===== src/rtl/sc_hdlc_pkg.sv =====
// Shared constants for the HDLC stream-to-packet path: trailer size, flag
// bit positions in T0 and in the status record, and FSM state encoding.
package sc_hdlc_pkg;

  localparam int HDLC_TRAILER_BYTES = 5;
  localparam int HDLC_BUF_DEPTH     = HDLC_TRAILER_BYTES + 1;

  // Bit positions inside trailer byte T0.
  localparam int T0_ERROR = 0;
  localparam int T0_END   = 1;
  localparam int T0_ABORT = 2;

  // Bit positions inside sts_flags.
  localparam int STS_ERROR        = 0;
  localparam int STS_END          = 1;
  localparam int STS_ABORT        = 2;
  localparam int STS_LEN_MISMATCH = 3;
  localparam int STS_RUNT         = 4;

  localparam logic [0:0] ST_STREAM = 1'b0;
  localparam logic [0:0] ST_FLUSH  = 1'b1;

  typedef logic [HDLC_TRAILER_BYTES-1:0][7:0] trailer_view_t;

endpackage


===== src/rtl/sc_hdlc_trailer_buf.sv =====
// Six-byte shift buffer holding the newest bytes of a frame; exposes the
// oldest entry and a parallel view of the newest five held bytes.
module sc_hdlc_trailer_buf
  import sc_hdlc_pkg::*;
(
  input  logic          clk,
  input  logic          rst,
  input  logic          push,
  input  logic          clear,
  input  logic [7:0]    data,
  output logic [2:0]    cnt,
  output logic [7:0]    oldest,
  output trailer_view_t newest
);

  logic [7:0] mem_reg [HDLC_BUF_DEPTH];
  logic [2:0] cnt_reg;

  always_ff @(posedge clk) begin
    if (rst) begin
      cnt_reg <= 3'd0;
    end else if (clear) begin
      cnt_reg <= 3'd0;
    end else if (push) begin
      if (cnt_reg == 3'(HDLC_BUF_DEPTH)) begin
        // Full: oldest entry leaves (caller captures it), everything moves down.
        for (int i = 0; i < HDLC_BUF_DEPTH - 1; i++) begin
          mem_reg[i] <= mem_reg[i+1];
        end
        mem_reg[HDLC_BUF_DEPTH-1] <= data;
      end else begin
        mem_reg[cnt_reg] <= data;
        cnt_reg          <= cnt_reg + 3'd1;
      end
    end
  end

  assign cnt    = cnt_reg;
  assign oldest = mem_reg[0];

  // newest[HDLC_TRAILER_BYTES-1] is the most recent byte; missing slots read 0.
  generate
    for (genvar gi = 0; gi < HDLC_TRAILER_BYTES; gi++) begin : g_view
      localparam logic [2:0] OFF = 3'(HDLC_TRAILER_BYTES - gi);
      assign newest[gi] = (cnt_reg >= OFF) ? mem_reg[cnt_reg - OFF] : 8'h00;
    end
  endgenerate

endmodule


===== src/rtl/sc_hdlc_stream2pkt.sv =====
// Strips the 5-byte HDLC status/length trailer from each received frame,
// re-emits the payload with tlast, and pushes one status record per frame.
// Optional LEN checking is enabled by defining HDLC_S2P_LEN_CHECK_EN.
module sc_hdlc_stream2pkt
  import sc_hdlc_pkg::*;
(
  input  logic        clk,
  input  logic        rst,
  input  logic [7:0]  s_axis_tdata,
  input  logic        s_axis_tvalid,
  output logic        s_axis_tready,
  input  logic        s_axis_tlast,
  input  logic [4:0]  s_axis_tid,
  input  logic [4:0]  s_axis_tdest,
  output logic [7:0]  m_axis_tdata,
  output logic        m_axis_tvalid,
  input  logic        m_axis_tready,
  output logic        m_axis_tlast,
  output logic [4:0]  m_axis_tid,
  output logic [4:0]  m_axis_tdest,
  output logic        m_axis_tuser,
  output logic        sts_push,
  output logic [31:0] sts_length,
  output logic [4:0]  sts_flags
);

  logic [0:0]    state_reg;
  logic [2:0]    buf_cnt;
  logic [7:0]    buf_oldest;
  trailer_view_t buf_newest;

  logic [31:0] beats_reg;
  logic [31:0] beats_next;
  logic [4:0]  tid_reg;
  logic [4:0]  tdest_reg;
  logic        tuser_pend_reg;

  logic [7:0]  m_tdata_reg;
  logic        m_tvalid_reg;
  logic        m_tlast_reg;
  logic        m_tuser_reg;
  logic [4:0]  m_tid_reg;
  logic [4:0]  m_tdest_reg;

  logic        sts_push_reg;
  logic [31:0] sts_length_reg;
  logic [4:0]  sts_flags_reg;

  logic        free;
  logic        accept;
  logic        shift;
  logic        flush_load;
  logic        buf_push;
  logic        buf_clear;
  logic [2:0]  n_held;
  logic        has_tail;
  logic        is_runt;
  logic [7:0]  t0;
  logic        len_mismatch;
  logic        frame_err;
  logic [4:0]  flags_next;
  logic        unused_view;

  assign free          = ~m_tvalid_reg | m_axis_tready;
  assign s_axis_tready = (state_reg == ST_STREAM) & ((buf_cnt < 3'(HDLC_BUF_DEPTH)) | free);
  assign accept        = s_axis_tvalid & s_axis_tready;
  assign shift         = accept & (buf_cnt == 3'(HDLC_BUF_DEPTH));
  assign flush_load    = (state_reg == ST_FLUSH) & free;

  // Bytes held once the current beat is in; decides payload tail / zero-length / runt.
  assign n_held   = (buf_cnt == 3'(HDLC_BUF_DEPTH)) ? 3'(HDLC_BUF_DEPTH) : buf_cnt + 3'd1;
  assign has_tail = (n_held == 3'(HDLC_BUF_DEPTH));
  assign is_runt  = (n_held < 3'(HDLC_TRAILER_BYTES));

  assign buf_push  = accept & ~(s_axis_tlast & ~has_tail);
  assign buf_clear = (accept & s_axis_tlast & ~has_tail) | flush_load;

  assign beats_next = (&beats_reg) ? beats_reg : beats_reg + 32'd1;

  // Before the tlast byte is stored, T0..T3 are the four newest held bytes.
  assign t0 = buf_newest[1];

`ifdef HDLC_S2P_LEN_CHECK_EN
  assign len_mismatch = ({buf_newest[2], buf_newest[3], buf_newest[4], s_axis_tdata} != beats_next);
  assign unused_view  = ^{buf_newest[0], t0[7:3]};
`else
  assign len_mismatch = 1'b0;
  assign unused_view  = ^{buf_newest[0], t0[7:3], buf_newest[2], buf_newest[3], buf_newest[4]};
`endif

  assign frame_err = t0[T0_ERROR] | t0[T0_ABORT] | len_mismatch;

  always_comb begin
    flags_next = 5'd0;
    if (is_runt) begin
      flags_next[STS_RUNT] = 1'b1;
    end else begin
      flags_next[STS_ERROR]        = t0[T0_ERROR];
      flags_next[STS_END]          = t0[T0_END];
      flags_next[STS_ABORT]        = t0[T0_ABORT];
      flags_next[STS_LEN_MISMATCH] = len_mismatch;
    end
  end

  sc_hdlc_trailer_buf u_buf (
    .clk    (clk),
    .rst    (rst),
    .push   (buf_push),
    .clear  (buf_clear),
    .data   (s_axis_tdata),
    .cnt    (buf_cnt),
    .oldest (buf_oldest),
    .newest (buf_newest)
  );

  always_ff @(posedge clk) begin
    if (rst) begin
      state_reg      <= ST_STREAM;
      beats_reg      <= 32'd0;
      tid_reg        <= 5'd0;
      tdest_reg      <= 5'd0;
      tuser_pend_reg <= 1'b0;
      m_tdata_reg    <= 8'd0;
      m_tvalid_reg   <= 1'b0;
      m_tlast_reg    <= 1'b0;
      m_tuser_reg    <= 1'b0;
      m_tid_reg      <= 5'd0;
      m_tdest_reg    <= 5'd0;
      sts_push_reg   <= 1'b0;
      sts_length_reg <= 32'd0;
      sts_flags_reg  <= 5'd0;
    end else begin
      sts_push_reg <= 1'b0;

      if (accept) begin
        if (beats_reg == 32'd0) begin
          tid_reg   <= s_axis_tid;
          tdest_reg <= s_axis_tdest;
        end
        if (s_axis_tlast) begin
          beats_reg      <= 32'd0;
          sts_push_reg   <= 1'b1;
          sts_flags_reg  <= flags_next;
          sts_length_reg <= is_runt ? 32'd0 : beats_next - 32'(HDLC_TRAILER_BYTES);
          tuser_pend_reg <= frame_err;
          if (has_tail) begin
            state_reg <= ST_FLUSH;
          end
        end else begin
          beats_reg <= beats_next;
        end
      end

      if (shift) begin
        m_tdata_reg  <= buf_oldest;
        m_tvalid_reg <= 1'b1;
        m_tlast_reg  <= 1'b0;
        m_tuser_reg  <= 1'b0;
        m_tid_reg    <= tid_reg;
        m_tdest_reg  <= tdest_reg;
      end else if (flush_load) begin
        m_tdata_reg  <= buf_oldest;
        m_tvalid_reg <= 1'b1;
        m_tlast_reg  <= 1'b1;
        m_tuser_reg  <= tuser_pend_reg;
        m_tid_reg    <= tid_reg;
        m_tdest_reg  <= tdest_reg;
        state_reg    <= ST_STREAM;
      end else if (m_axis_tready) begin
        m_tvalid_reg <= 1'b0;
        m_tlast_reg  <= 1'b0;
        m_tuser_reg  <= 1'b0;
      end
    end
  end

  assign m_axis_tdata  = m_tdata_reg;
  assign m_axis_tvalid = m_tvalid_reg;
  assign m_axis_tlast  = m_tlast_reg;
  assign m_axis_tuser  = m_tuser_reg;
  assign m_axis_tid    = m_tid_reg;
  assign m_axis_tdest  = m_tdest_reg;
  assign sts_push      = sts_push_reg;
  assign sts_length    = sts_length_reg;
  assign sts_flags     = sts_flags_reg;

endmodule


===== config.mk =====
export PLATFORM = sky130hd
export DESIGN_NAME = sc_hdlc_stream2pkt
export DESIGN_NICKNAME = d
export VERILOG_FILES = /design/src/rtl/sc_hdlc_pkg.sv /design/src/rtl/sc_hdlc_trailer_buf.sv /design/src/rtl/sc_hdlc_stream2pkt.sv
export SDC_FILE = /design/constraint.sdc
export NUM_CORES = 1
export LEC_CHECK = 0
export BUFFER_PORTS_ARGS = -buffer_cell sky130_fd_sc_hd__buf_2
export CAP_MARGIN = 20
export CORE_ASPECT_RATIO = 1.4
export CORE_UTILIZATION = 61
export DETAILED_ROUTE_END_ITERATION = 16
export PLACE_DENSITY_LB_ADDON = 0.25
export SYNTH_ARGS = -nofsm -noshare
export SYNTH_HDL_FRONTEND = slang
export SYNTH_HIERARCHICAL = 1
export SYNTH_SLANG_ARGS = --single-unit

===== constraint.sdc =====
create_clock -name clk -period 4.7 [get_ports clk]
set_input_delay 0.94 -clock clk [delete_from_list [all_inputs] [get_ports clk]]
set_output_delay 0.94 -clock clk [all_outputs]
set_load 0.02 [all_outputs]

Yosys cells after proc, flatten, opt, wreduce, memory -nomap -nowiden
Memory sizes are Yosys's and may differ from the RTL's.
Cells that the tools add are included.
Word-level totals
  register bits after elaboration: 106
  bits in latches: 0
  RAM bits: 48
  bits in read-only memories: 0
  input port bits: 23
  output and inout port bits: 60
  word-level logic and storage cells: 91
  memories: 1
Memories
  u_buf.mem_reg: words 6, bits a word 8, rd ports 7, clocked after Yosys merged registers in 0, write ports 6, line sc_hdlc_trailer_buf.sv:16  | logic [7:0] mem_reg [HDLC_BUF_DEPTH];
Operators by class
  $add $sub $neg: 4
  multiply operators: 0
  div/mod/pow operators: 0
  $lt $le $gt $ge: 3
  equality and inequality tests: 2
  shift operators: 0
  multiplexer cells: 36
  bitwise gates (word level): 18
  reductions and logical operators: 12
Operators by type and width (number)
  2-to-1 mux 32 bit: 3
  adder 32 x 1 -> 32 bit (second input constant): 1
  logical NOT 32 bit: 1
  AND reduction 32 bit: 1
  subtractor 32 x 3 -> 32 bit (second input constant): 1
  2-to-1 mux 8 bit: 3
  2-to-1 mux 1 bit: 22
  2-to-1 mux 5 bit: 4
  2-to-1 mux 3 bit: 4
  AND 1 bit: 8
  OR reduction 8 bit: 1
  == test 3 bit (second input constant): 2
  less-than comparator 3 bit (second input constant): 2
  NOT 1 bit: 6
  AND reduction 2 bit: 3
  OR reduction 2 bit: 3
  OR 1 bit: 4
  nonzero test 2 bit: 2
  adder 3 x 1 -> 3 bit (second input constant): 1
  >= comparator 3 bit (second input constant): 1
  nonzero test 3 bit: 1
  subtractor 3 bit (second input constant): 1

Longest topological paths before layout
Gate-level depths: netlist of run 1.
  depth after elaboration: 13
  depth in mapped cells: 13
  depth with buffers taken out: 11

Cells and area by module
The synthesis of run 1 kept the hierarchy.
By module, submodules not included
  sc_hdlc_stream2pkt: times used 1, cells an instance 698, area an instance 5601.6 µm², seq. area each 2042.0 µm²
  sc_hdlc_trailer_buf: times used 1, cells an instance 423, area an instance 4601.9 µm², seq. area each 1981.9 µm²

Worst setup path before layout of run 1
No wires, ideal clock.
  path type: input to register
  start: input port m_axis_tready
  end: memory u_buf.mem_reg[7][0] (enable)
  library setup time: 0.395 ns
  data arrival time: 3.481 ns
  data required time: 4.305 ns
  path slack: 0.824 ns
  stages on the path: 9
  buffers on the path: 1
  path through: nor2b_1 > nand3_1 > and3b_1 > nand2_1 > clkbuf_1 > o21ai_0 > nor3_1 > nand2_1 > nor4_1
RTL lines
  from (decl): line sc_hdlc_stream2pkt.sv:17  | input logic m_axis_tready,
  to (decl): line sc_hdlc_trailer_buf.sv:16

Final worst setup path of run 1
  start: register beats_reg[1]
  end: register sts_length_reg[30] (netlist: sts_length[30])
Between the ends
  cells in the longest elaborated chain, start to end: 4
  elaborated cells on any way between the ends: 5
  those cells by class: add/sub: 2; mux: 2; reduce/logical: 1
Ends and longest elaborated chain
  from (decl): line sc_hdlc_stream2pkt.sv:32  | logic [31:0] beats_reg;
  from (signal assigned): line sc_hdlc_stream2pkt.sv:150  | beats_reg <= beats_next;
  adder 32 x 1 -> 32 bit or AND reduction 32 bit (tied branches): line sc_hdlc_stream2pkt.sv:78  | assign beats_next = (&beats_reg) ? beats_reg : beats_reg + 32'd1;
  2-to-1 mux 32 bit *: line sc_hdlc_stream2pkt.sv:78
  subtractor 32 x 3 -> 32 bit *: line sc_hdlc_stream2pkt.sv:144  | sts_length_reg <= is_runt ? 32'd0 : beats_next - 32'(HDLC_TRAILER_BYTES);
  2-to-1 mux 32 bit *: line sc_hdlc_stream2pkt.sv:144
  to (signal assigned): line sc_hdlc_stream2pkt.sv:144
  to (decl): line sc_hdlc_stream2pkt.sv:46  | logic [31:0] sts_length_reg;
Every way passes the cells marked *; elsewhere a longest branch is shown, timed or not.
A chain may end at the register's enable or synchronous reset.

==> Implementation_results.wiki, run 1 <==
{| class="wikitable"
! Metric !! Value
|-
| Synth warn || 6
|-
| Post-CTS clock slew at the launch and capture registers of the worst setup and hold paths || ~70 ps
|-
| Die footprint || approximately 0.014 mm^2
|-
| Highest Clock Rate || 266 MHz
|-
| Remaining antenna violation count after routing || 0
|-
| Detailed-route via count || roughly 6700
|-
| Internal power || roughly 0.0021 W
|-
| Total non-filler cell area in the finished layout || just over 0.009 mm^2
|-
| RSZ-0062 raised after global routing || false
|-
| Clock power frac || between 40% and 50%
|-
| Final weighted congestion in routability-driven placement || 0.947
|-
| Critical setup path kind || flip-flop to flip-flop
|-
| Number of failing setup endpoints in the final timing report || 0
|-
| Number of antenna violations at the first check in global routing || 0
|-
| Critical path peak fanout || 11
|-
| Crit end category || flip-flop
|-
| Sequential fraction of design power || roughly half
|-
| Number of inserted filler cells in the final layout || 996
|-
| Number of buffers inserted by port buffering || 81
|-
| Clock net sink count || between 150 and 200
|-
| Setup clock skew after layout || about 10 ps
|-
| CP startpoint kind || flip-flop
|-
| Final period utilization || about four fifths
|-
| CP cell instances || ha_1, nand4_1, or4_1, nor2_2, nand2_1, a2bb2oi_1, nor4_4, nand4_1, xor2_1, a22o_1
|-
| Die Y-Extent || about 140 um
|-
| Number of maximum-capacitance constraint violations || 0
|-
| Wire length after detailed routing || slightly above 20000 um
|-
| Number of antenna cells inserted || 0
|-
| Largest net degree at the start of global routing || 83
|-
| Critical path buffers and inverters || 0
|-
| Post-detail-place hpwl || 14700 um
|-
| Crit path DAT || 4080 ps
|-
| Result of the run || finished, final reports clean
|-
| Min Hold Slack || 454 ps
|-
| Most prevalent standard cell on the critical path || sky130_fd_sc_hd__nand4_1
|-
| Dpl cell area || around 0.0085 mm^2
|-
| GRT Overall Usage || approximately 30%
|-
| Worst Reg2Reg Path Length in Cells || 10
|-
| Routed vias/inst || approximately 6
|-
| Count of final max-slew check failures || 0
|-
| Relative slew slack || around 28%
|-
| Cell with the biggest individual delay on the critical path || sky130_fd_sc_hd__or4_1
|-
| Clk_lat worst skew || approximately 430 ps
|-
| Combinational fraction of design power || between 4 and 5%
|-
| Leakage power total || 3.53 nW
|-
| Crit path launch || beats_reg[1]
|-
| Actual transition at the worst max-transition pin || between 1000 and 1500 ps
|-
| Syn_area_per_cell || roughly 9.4 um^2
|-
| Critical R2R Capture || sts_length[30]
|-
| Die Width || 99.7 um
|-
| Post-synthesis instance total || about 870
|-
| DRC marker count from the first detailed-route iteration || 341
|-
| Net Count, Synth || 899
|-
| Starting Density || a little over three fifths
|-
| Total setup buffers inserted after CTS || 0
|-
| Clock tree from TritonCTS || done
|-
| Hold endpoint || m_axis_tdata[3]
|-
| Layout-stage area growth over the synthesis result || 11.9%
|-
| Final net count || ~940
|-
| Post-synthesis cell area || between 0.008 and 0.009 mm^2
|-
| Flip-flop count of the largest register after layout || 51
|-
| R2R Setup Slk || 940 ps
|-
| Floorplan row count || 49
|-
| CTS hold repair buffers || 0
|-
| Critical register-to-register path startpoint || beats_reg[1]
|-
| Maximum buffer depth of the clock tree || 2
|-
| Number of buffers created by CTS || 17
|-
| Data required, critical path || around 5000 ps
|-
| Post-layout min period || roughly 3800 ps
|-
| Post-CTS resize count || 0
|-
| Wire length of the first global-routing pass || 33000 um
|-
| # H-tree levels || 4
|-
| Number of failing hold endpoints at the final stage || 0
|-
| Vias in the first global route || about 6600
|-
| Cell depth of the worst min-delay path || 2
|-
| Beginning of the worst hold path || m_axis_tdata[3]
|-
| Total Negative Setup Slacks || 0 ps
|-
| Highest ir drop seen on vdd || approximately 250 uV
|-
| Fraction of final layout cells with drive strength greater than 1 || 21.9%
|-
| Area of the core region || between 0.01 and 0.015 mm^2
|-
| Root buffer cell || sky130_fd_sc_hd__clkbuf_16
|-
| Routed wire per std cell || 18.9 um
|-
| Number of DRC violations after detailed routing || 0
|-
| Remaining global-route overflow || 0
|-
| Sw frac || 25.2%
|-
| I/O pin cnt || 83
|-
| Hold Path Class || flip-flop to flip-flop
|-
| Pre-antenna DRT Iters || 6
|-
| PD cells || 315 mW/mm^2
|-
| Post-layout power || about 0.0029 W
|-
| Net Sw Power || 0.000723 W
|-
| CP top delay family || simple AND/OR/NAND/NOR gates
|-
| Peak per-stage delay on the critical path || 720 ps
|}
-- cells in the final DEF (no fill, tap or decap), drive strengths merged, types with 3 or more instances in the layout --
| master | instances |
|---|---|
| a211oi | 4 |
| a21oi | 57 |
| a22o | 22 |
| a22oi | 25 |
| a31oi | 6 |
| a32oi | 3 |
| and2 | 4 |
| and3 | 14 |
| and4 | 6 |
| buf | 93 |
| clkbuf | 18 |
| clkinv | 3 |
| dfxtp | 105 |
| edfxtp | 51 |
| ha | 10 |
| inv | 24 |
| mux2 | 44 |
| mux2i | 15 |
| nand2 | 75 |
| nand2b | 3 |
| nand3 | 28 |
| nand3b | 6 |
| nand4 | 17 |
| nor2 | 101 |
| nor2b | 7 |
| nor3 | 27 |
| nor4 | 13 |
| o21a | 3 |
| o21ai | 34 |
| o22ai | 4 |
| o32ai | 3 |
| or2 | 4 |
| or3 | 11 |
| or4 | 5 |
| xnor2 | 30 |
| xor2 | 24 |
-- how the worst max path moves through the flow --
stage / end / slack [ps] / cells past startpoint
after global placement: u_buf/mem_reg[1][3] / 920 / 9
after detailed placement: u_buf/mem_reg[1][7] / 670 / 9
final: sts_length[30] / 940 / 10
after CTS: sts_length[30] / 1000 / 10
after floorplan: u_buf/mem_reg[1][0] / 1000 / 9
after global routing: sts_length[30] / 700 / 12
-- final cells by class --
cell class,count,area [um^2],share of cell area (%)
Multi-Input combinational cell,624,4140,45.4
Clock inverter,14,145,1.59
Timing Repair Buffer,93,495,5.44
Tap cell,178,223,2.44
Sequential cell,156,3630,39.9
Inverter,13,48.8,0.535
Clock buffer,18,429,4.71
-- routing by layer --
layer,up-vias,share of wire (%),GRT usage [%]
met5,-,0,0
met4,0,4.2,15.9
met3,76,4.2,4.94
met2,237,53,55.6
met1,3226,38,33.4
li1,3181,-,-
-- through the flow --
stage               std cells  setup slack (ps)  utilization, %
global route             1096               698            70.5
floorplan                 866              1000               -
global placement         1063               921            66.0
detailed placement       1063               668            66.0
finish                   1096               937            70.5
CTS                      1095               999            70.4
-- tightest hold or removal path, cell delays in order, from the launching register on --
cell and delay [ps]:
sky130_fd_sc_hd__dfxtp_1 310, sky130_fd_sc_hd__nand2_1 50, sky130_fd_sc_hd__a21oi_1 50
-- power groups by stage --
stage                     sequential (W)  clock, W  combinational (W)
after floorplan                  0.00143         0          0.0000798
after global placement           0.00143         0           0.000116
after detailed placement         0.00143         0           0.000120
after CTS                        0.00140   0.00135           0.000121
after global routing             0.00140   0.00141           0.000131
final                            0.00140   0.00135           0.000121
No activity file was read; power rests on OpenSTA's default activity.
==> run 2: changes to the inputs <==
Settings changed: CORE_UTILIZATION 61 to 55.
Clock period 4.7 ns to 3.4 ns, I/O delays scaled along.
==> Implementation_results.wiki, run 2 (synthesized netlist as in run 1, its figures left out) <==
{| class="wikitable"
! Metric !! Value
|-
| Result of the run || finished, final reports clean
|-
| Wire length after detailed routing || ~21000 um
|-
| Die Y-Extent || roughly 150 um
|-
| Detailed-route via count || 6787
|-
| Crit path DAT || about 3600 ps
|-
| Area of the core region || approximately 0.014 mm^2
|-
| Clock net sink count || about 160
|-
| Floorplan row count || 52
|-
| Count of final max-slew check failures || 0
|-
| CP startpoint kind || flip-flop
|-
| Commonest cells after routing, fill and taps aside || sky130_fd_sc_hd__dfxtp_1 (105), sky130_fd_sc_hd__nor2_1 (98), sky130_fd_sc_hd__buf_2 (81), sky130_fd_sc_hd__nand2_1 (74), sky130_fd_sc_hd__buf_4 (57)
|-
| CTS hold repair buffers || 0
|-
| Critical register-to-register path startpoint || beats_reg[0]
|-
| Starting Density || 56.4%
|-
| Hold Path Class || flip-flop to flip-flop
|-
| Routed vias/inst || 5.89
|-
| Relative slew slack || 49.3%
|-
| R2R Setup Slk || ~160 ps
|-
| Die Width || 105 um
|-
| Sw frac || around a quarter
|-
| Final core utilization || about two thirds
|-
| Post-CTS clock slew at the launch and capture registers of the worst setup and hold paths || 70 ps
|-
| Number of failing setup endpoints in the final timing report || 0
|-
| CP cell instances || ha_1, nand4_1, nor2_2, and3_1, a31oi_1, or4_4, nor4_4, buf_4, nand4_1, xor2_1, a22o_1
|-
| Critical setup path kind || flip-flop to flip-flop
|-
| Worst Reg2Reg Path Length in Cells || 11
|-
| Highest Clock Rate || a little over 300 MHz
|-
| Highest ir drop seen on vdd || around 360 uV
|-
| GRT Overall Usage || between 20% and 30%
|-
| Final weighted congestion in routability-driven placement || 0.935
|-
| Remaining antenna violation count after routing || 0
|-
| Net Sw Power || between 0.001 and 0.0015 W
|-
| Leakage power total || around 3.8 nW
|-
| Number of buffers inserted by port buffering || roughly 80
|-
| Final period utilization || 95.3%
|-
| Post-layout min period || approximately 3200 ps
|-
| Number of antenna cells inserted || 0
|-
| I/O pin cnt || 83
|-
| Critical R2R Capture || sts_length[30]
|-
| Final net count || about 980
|-
| Cell with the biggest individual delay on the critical path || sky130_fd_sc_hd__or4_4
|-
| RSZ-0062 raised after global routing || false
|-
| Crit end category || flip-flop
|-
| Vias in the first global route || ~6600
|-
| Most frequent standard cell in the layout excluding fill and tap cells || sky130_fd_sc_hd__dfxtp_1
|-
| Layout-stage area growth over the synthesis result || 16.7%
|-
| Clock tree from TritonCTS || done
|-
| Pre-antenna DRT Iters || 5
|-
| Sequential fraction of design power || 48.2%
|-
| Fraction of final layout cells with drive strength greater than 1 || approximately a quarter
|-
| Number of inserted filler cells in the final layout || between 1000 and 1500
|-
| Number of antenna violations at the first check in global routing || 0
|-
| # H-tree levels || 4
|-
| Flip-flop count of the largest register after layout || 51
|-
| Setup clock skew after layout || roughly 11 ps
|-
| Number of maximum-capacitance constraint violations || 0
|-
| Number of DRC violations after detailed routing || 0
|-
| Total non-filler cell area in the finished layout || ~0.0095 mm^2
|-
| Number of buffers created by CTS || 17
|-
| Routed wire per std cell || roughly 18 um
|-
| Maximum buffer depth of the clock tree || 2
|-
| Most prevalent standard cell on the critical path || sky130_fd_sc_hd__nand4_1
|-
| Post-detail-place hpwl || about 15000 um
|-
| Die footprint || between 0.015 and 0.02 mm^2
|-
| Peak per-stage delay on the critical path || ~570 ps
|-
| Internal power || between 0.003 and 0.004 W
|-
| Remaining global-route overflow || 0
|-
| Cell depth of the worst min-delay path || 2
|-
| Critical path peak fanout || 9
|-
| Total Negative Setup Slacks || 0 ps
|-
| Root buffer cell || sky130_fd_sc_hd__clkbuf_16
|-
| Critical path buffers and inverters || 1
|-
| CP top delay family || simple AND/OR/NAND/NOR gates
|-
| PD cells || between 400 and 500 mW/mm^2
|-
| Actual transition at the worst max-transition pin || about 750 ps
|-
| Combinational fraction of design power || between 4 and 5%
|-
| Beginning of the worst hold path || m_axis_tdest[0]
|-
| Clk_lat worst skew || around 440 ps
|-
| Number of failing hold endpoints at the final stage || 0
|-
| DRC marker count from the first detailed-route iteration || 364
|-
| Largest net degree at the start of global routing || 40
|-
| Hold endpoint || m_axis_tdest[0]
|-
| Clock power frac || 47.4%
|-
| Data required, critical path || 3730 ps
|-
| Dpl cell area || between 0.008 and 0.009 mm^2
|-
| Wire length of the first global-routing pass || ~34000 um
|}
==> run 2: cell type report <==
class                           instances  area (um^2)  area share (%)
Timing Repair Buffer                  138          833            8.77
Clock inverter                         14          145            1.53
Sequential cell                       156         3630            38.2
Tap cell                              189          236            2.49
Clock buffer                           18          450            4.74
Multi-Input combinational cell        624         4150            43.7
Inverter                               13         48.8           0.514
==> run 2: how the worst max path moves through the flow <==
stage,from,endpoint,slack [ps],cells past startpoint
after floorplan,m_axis_tready,u_buf/mem_reg[1][0],30,9
after global placement,beats_reg[0],sts_length[31],150,10
after detailed placement,beats_reg[0],sts_length[31],110,10
after CTS,beats_reg[0],sts_length[31],70,10
after global routing,beats_reg[0],sts_length[31],20,10
final,beats_reg[0],sts_length[30],160,11
==> run 2: what timing repair did <==
action / in CTS / in global routing
buffers inserted: 0 / 4
setup endpoints to repair: 0 / 28
resized for setup: 0 / 3
==> run 2: worst register-to-register path: cells and delay by family (launching register included) <==
kind	cells	cell delay [ps]
simple gates	6	1800
flops	1	480
compound gates	2	300
fa+ha+maj	1	210
buf+inv	1	200
xor+xnor	1	160
==> run 2: layer usage <==
metal / vias to the layer above / GRT usage (%) / routed length, um
li1: 3281 / - / -
met1: 3245 / 30.8 / 8160
met2: 208 / 52.6 / 11300
met3: 53 / 4.84 / 1000
met4: 0 / 13.7 / 760
met5: - / 0 / 0
==> run 2: power by group through the flow <==
stage          sequential [W]  combinational, W  clock (W)
2_1_floorplan         0.00198          0.000110          0
3_3_place_gp          0.00198          0.000172          0
6_report              0.00194          0.000175    0.00191
4_1_cts               0.00194          0.000176    0.00192
5_1_grt               0.00194          0.000190    0.00199
3_5_place_dp          0.00198          0.000174          0
==> run 2: per-stage QoR <==
stage | hold slack [ps] | total power [W] | instances | worst slack [ps]
3_5_place_dp | 442 | 0.00215 | 1116 | 112
6_report | 450 | 0.00402 | 1152 | 161
4_1_cts | 452 | 0.00404 | 1148 | 74.6
3_3_place_gp | 436 | 0.00215 | 1116 | 154
5_1_grt | 470 | 0.00412 | 1152 | 22.9
2_1_floorplan | 436 | 0.00209 | 866 | 33.9
==> run 3: changes to the inputs <==
Settings changed: CORE_MARGIN set to 2, CTS_CLUSTER_DIAMETER set to 40.
==> Implementation_results.wiki, run 3 (synthesized netlist as in run 1, its figures left out) <==
{| class="wikitable"
! Metric !! Value
|-
| Result of the run || finished, final reports clean
|-
| Post-layout power || 0.00405 W
|-
| Post-CTS clock slew at the launch and capture registers of the worst setup and hold paths || ~70 ps
|-
| Number of failing hold endpoints at the final stage || 0
|-
| Worst Reg2Reg Path Length in Cells || 10
|-
| Root buffer cell || sky130_fd_sc_hd__clkbuf_16
|-
| Total setup buffers inserted after CTS || 0
|-
| Pre-antenna DRT Iters || 5
|-
| CP startpoint kind || flip-flop
|-
| Floorplan row count || 52
|-
| Number of maximum-capacitance constraint violations || 0
|-
| Actual transition at the worst max-transition pin || about 1000 ps
|-
| Count of final max-slew check failures || 0
|-
| Data required, critical path || approximately 3700 ps
|-
| Commonest cells after routing, fill and taps aside || sky130_fd_sc_hd__dfxtp_1 (105), sky130_fd_sc_hd__nor2_1 (98), sky130_fd_sc_hd__buf_2 (81), sky130_fd_sc_hd__nand2_1 (74), sky130_fd_sc_hd__buf_4 (61)
|-
| Flip-flop count of the largest register after layout || 51
|-
| Remaining global-route overflow || 0
|-
| Final weighted congestion in routability-driven placement || approximately 0.99
|-
| Leakage power total || between 3 and 4 nW
|-
| Routed vias/inst || approximately 5.9
|-
| Number of antenna cells inserted || 0
|-
| Starting Density || a little under three fifths
|-
| Clk_lat worst skew || 440 ps
|-
| Beginning of the worst hold path || m_axis_tdest[1]
|-
| Total Negative Setup Slacks || 0 ps
|-
| Crit end category || flip-flop
|-
| I/O pin cnt || slightly above 80
|-
| Fraction of final layout cells with drive strength greater than 1 || between 20% and 30%
|-
| Clock net sink count || 156
|-
| Die Width || about 110 um
|-
| Critical register-to-register path startpoint || beats_reg[0]
|-
| # H-tree levels || 4
|-
| Clock tree from TritonCTS || done
|-
| Number of failing setup endpoints in the final timing report || 0
|-
| Die footprint || around 0.016 mm^2
|-
| Setup clock skew after layout || between 10 and 15 ps
|-
| PD cells || between 400 and 500 mW/mm^2
|-
| GRT Overall Usage || 27.5%
|-
| Hold Path Class || flip-flop to flip-flop
|-
| Final core utilization || between 60% and 70%
|-
| Critical path peak fanout || 9
|-
| Number of buffers inserted by port buffering || 81
|-
| Post-layout min period || 3170 ps
|-
| Final period utilization || 93.1%
|-
| Area of the core region || 0.0144 mm^2
|-
| Critical R2R Capture || sts_length[31]
|-
| Crit path DAT || ~3500 ps
|-
| Routed wire per std cell || between 15 and 20 um
|-
| Layout-stage area growth over the synthesis result || 17.3%
|-
| Cell depth of the worst min-delay path || 2
|-
| RSZ-0062 raised after global routing || false
|-
| Wire length after detailed routing || 21100 um
|-
| Final net count || about 990
|-
| Placed cell count || between 1000 and 1500
|-
| Die Y-Extent || 148 um
|-
| Remaining antenna violation count after routing || 0
|-
| Final non-filler cell total || approximately 1200
|-
| Wire length of the first global-routing pass || ~34000 um
|-
| Post-detail-place hpwl || about 15000 um
|-
| Relative slew slack || roughly 30%
|-
| Highest Clock Rate || 316 MHz
|-
| Hold endpoint || m_axis_tdest[1]
|-
| Most frequent standard cell in the layout excluding fill and tap cells || sky130_fd_sc_hd__dfxtp_1
|-
| Critical setup path kind || flip-flop to flip-flop
|-
| Vias in the first global route || around 6700
|-
| Highest ir drop seen on vdd || between 400 and 500 uV
|-
| Number of DRC violations after detailed routing || 0
|-
| DRC marker count from the first detailed-route iteration || around 360
|-
| R2R Setup Slk || about 230 ps
|-
| Number of buffers created by CTS || 17
|-
| Detailed-route via count || approximately 6800
|-
| Largest net degree at the start of global routing || 33
|-
| Number of antenna violations at the first check in global routing || 0
|-
| Maximum buffer depth of the clock tree || 2
|}
-- run 3: cell count changes in the layout (fill, tap and decap cells not counted) --
cell,change
sky130_fd_sc_hd__inv_4,-1
sky130_fd_sc_hd__clkinvlp_4,-2
sky130_fd_sc_hd__inv_8,-1
sky130_fd_sc_hd__clkinv_8,+2
sky130_fd_sc_hd__a211oi_1,-1
sky130_fd_sc_hd__inv_6,+2
sky130_fd_sc_hd__buf_4,+4
sky130_fd_sc_hd__a211oi_2,+1
-- run 3: metal layers --
metal / share of wire (%) / global-route usage (%) / vias to the layer above / routed length (um)
met3: 4.6 / 6.04 / 68 / 961
met5: 0 / 0 / - / 0
met2: 53 / 48.8 / 183 / 11200
met1: 37 / 29.5 / 3302 / 7900
met4: 4.9 / 16.6 / 0 / 1040
li1: - / - / 3284 / -
-- run 3: metrics by stage --
stage / hold slack (ps) / setup WS [ps] / area (um^2)
2_1_floorplan: 436 / 33.9 / 8150
3_3_place_gp: 439 / 148 / 8930
3_5_place_dp: 442 / 131 / 8930
4_1_cts: 452 / 171 / 9540
5_1_grt: 473 / 2.49 / 9550
6_report: 449 / 234 / 9550
-- run 3: critical path: stages (launching register included) --
cell and delay [ps]:
sky130_fd_sc_hd__dfxtp_1 490, sky130_fd_sc_hd__ha_1 220, sky130_fd_sc_hd__nand4_1 250, sky130_fd_sc_hd__or4_4 540, sky130_fd_sc_hd__o21ai_1 400, sky130_fd_sc_hd__nor4_1 140
sky130_fd_sc_hd__xnor2_1 330, sky130_fd_sc_hd__and3_1 210, sky130_fd_sc_hd__nand4_1 110, sky130_fd_sc_hd__xnor2_1 150, sky130_fd_sc_hd__a22o_1 230
-- run 3: worst max-delay path by stage --
stage / slack, ps / endpoint / from / cells after the start
floorplan: 30 / u_buf/mem_reg[1][0] / m_axis_tready / 9
global placement: 150 / sts_length[31] / beats_reg[0] / 10
detailed placement: 130 / u_buf/mem_reg[3][4] / m_axis_tready / 10
CTS: 170 / sts_length[11] / beats_reg[0] / 12
global route: 2 / u_buf/mem_reg[3][3] / u_buf/cnt[0] / 9
finish: 230 / sts_length[31] / beats_reg[0] / 10
-- run 3: power by group --
group          switching, W  internal (W)  total, W
Clock              0.000902       0.00103   0.00194
Combinational      0.000115     0.0000589  0.000174
Sequential       0.00000911       0.00193   0.00194
Total               0.00103       0.00302   0.00405
-- run 3: final cells by class --
type	instances	area, um^2
clock buffers	18	450
clock inverters	14	163
fillers	1223	4890
inverters	13	48.8
multi-input cells	624	4160
flip-flops and latches	156	3630
well taps	189	236
repair buffers	142	863
-- run 3: repair_timing --
item | CTS | global route
hold buffers | 0 | 0
hold endpoints to repair | 0 | 0
gates resized for setup | 0 | 4
endpoints found under the setup margin | 0 | 19
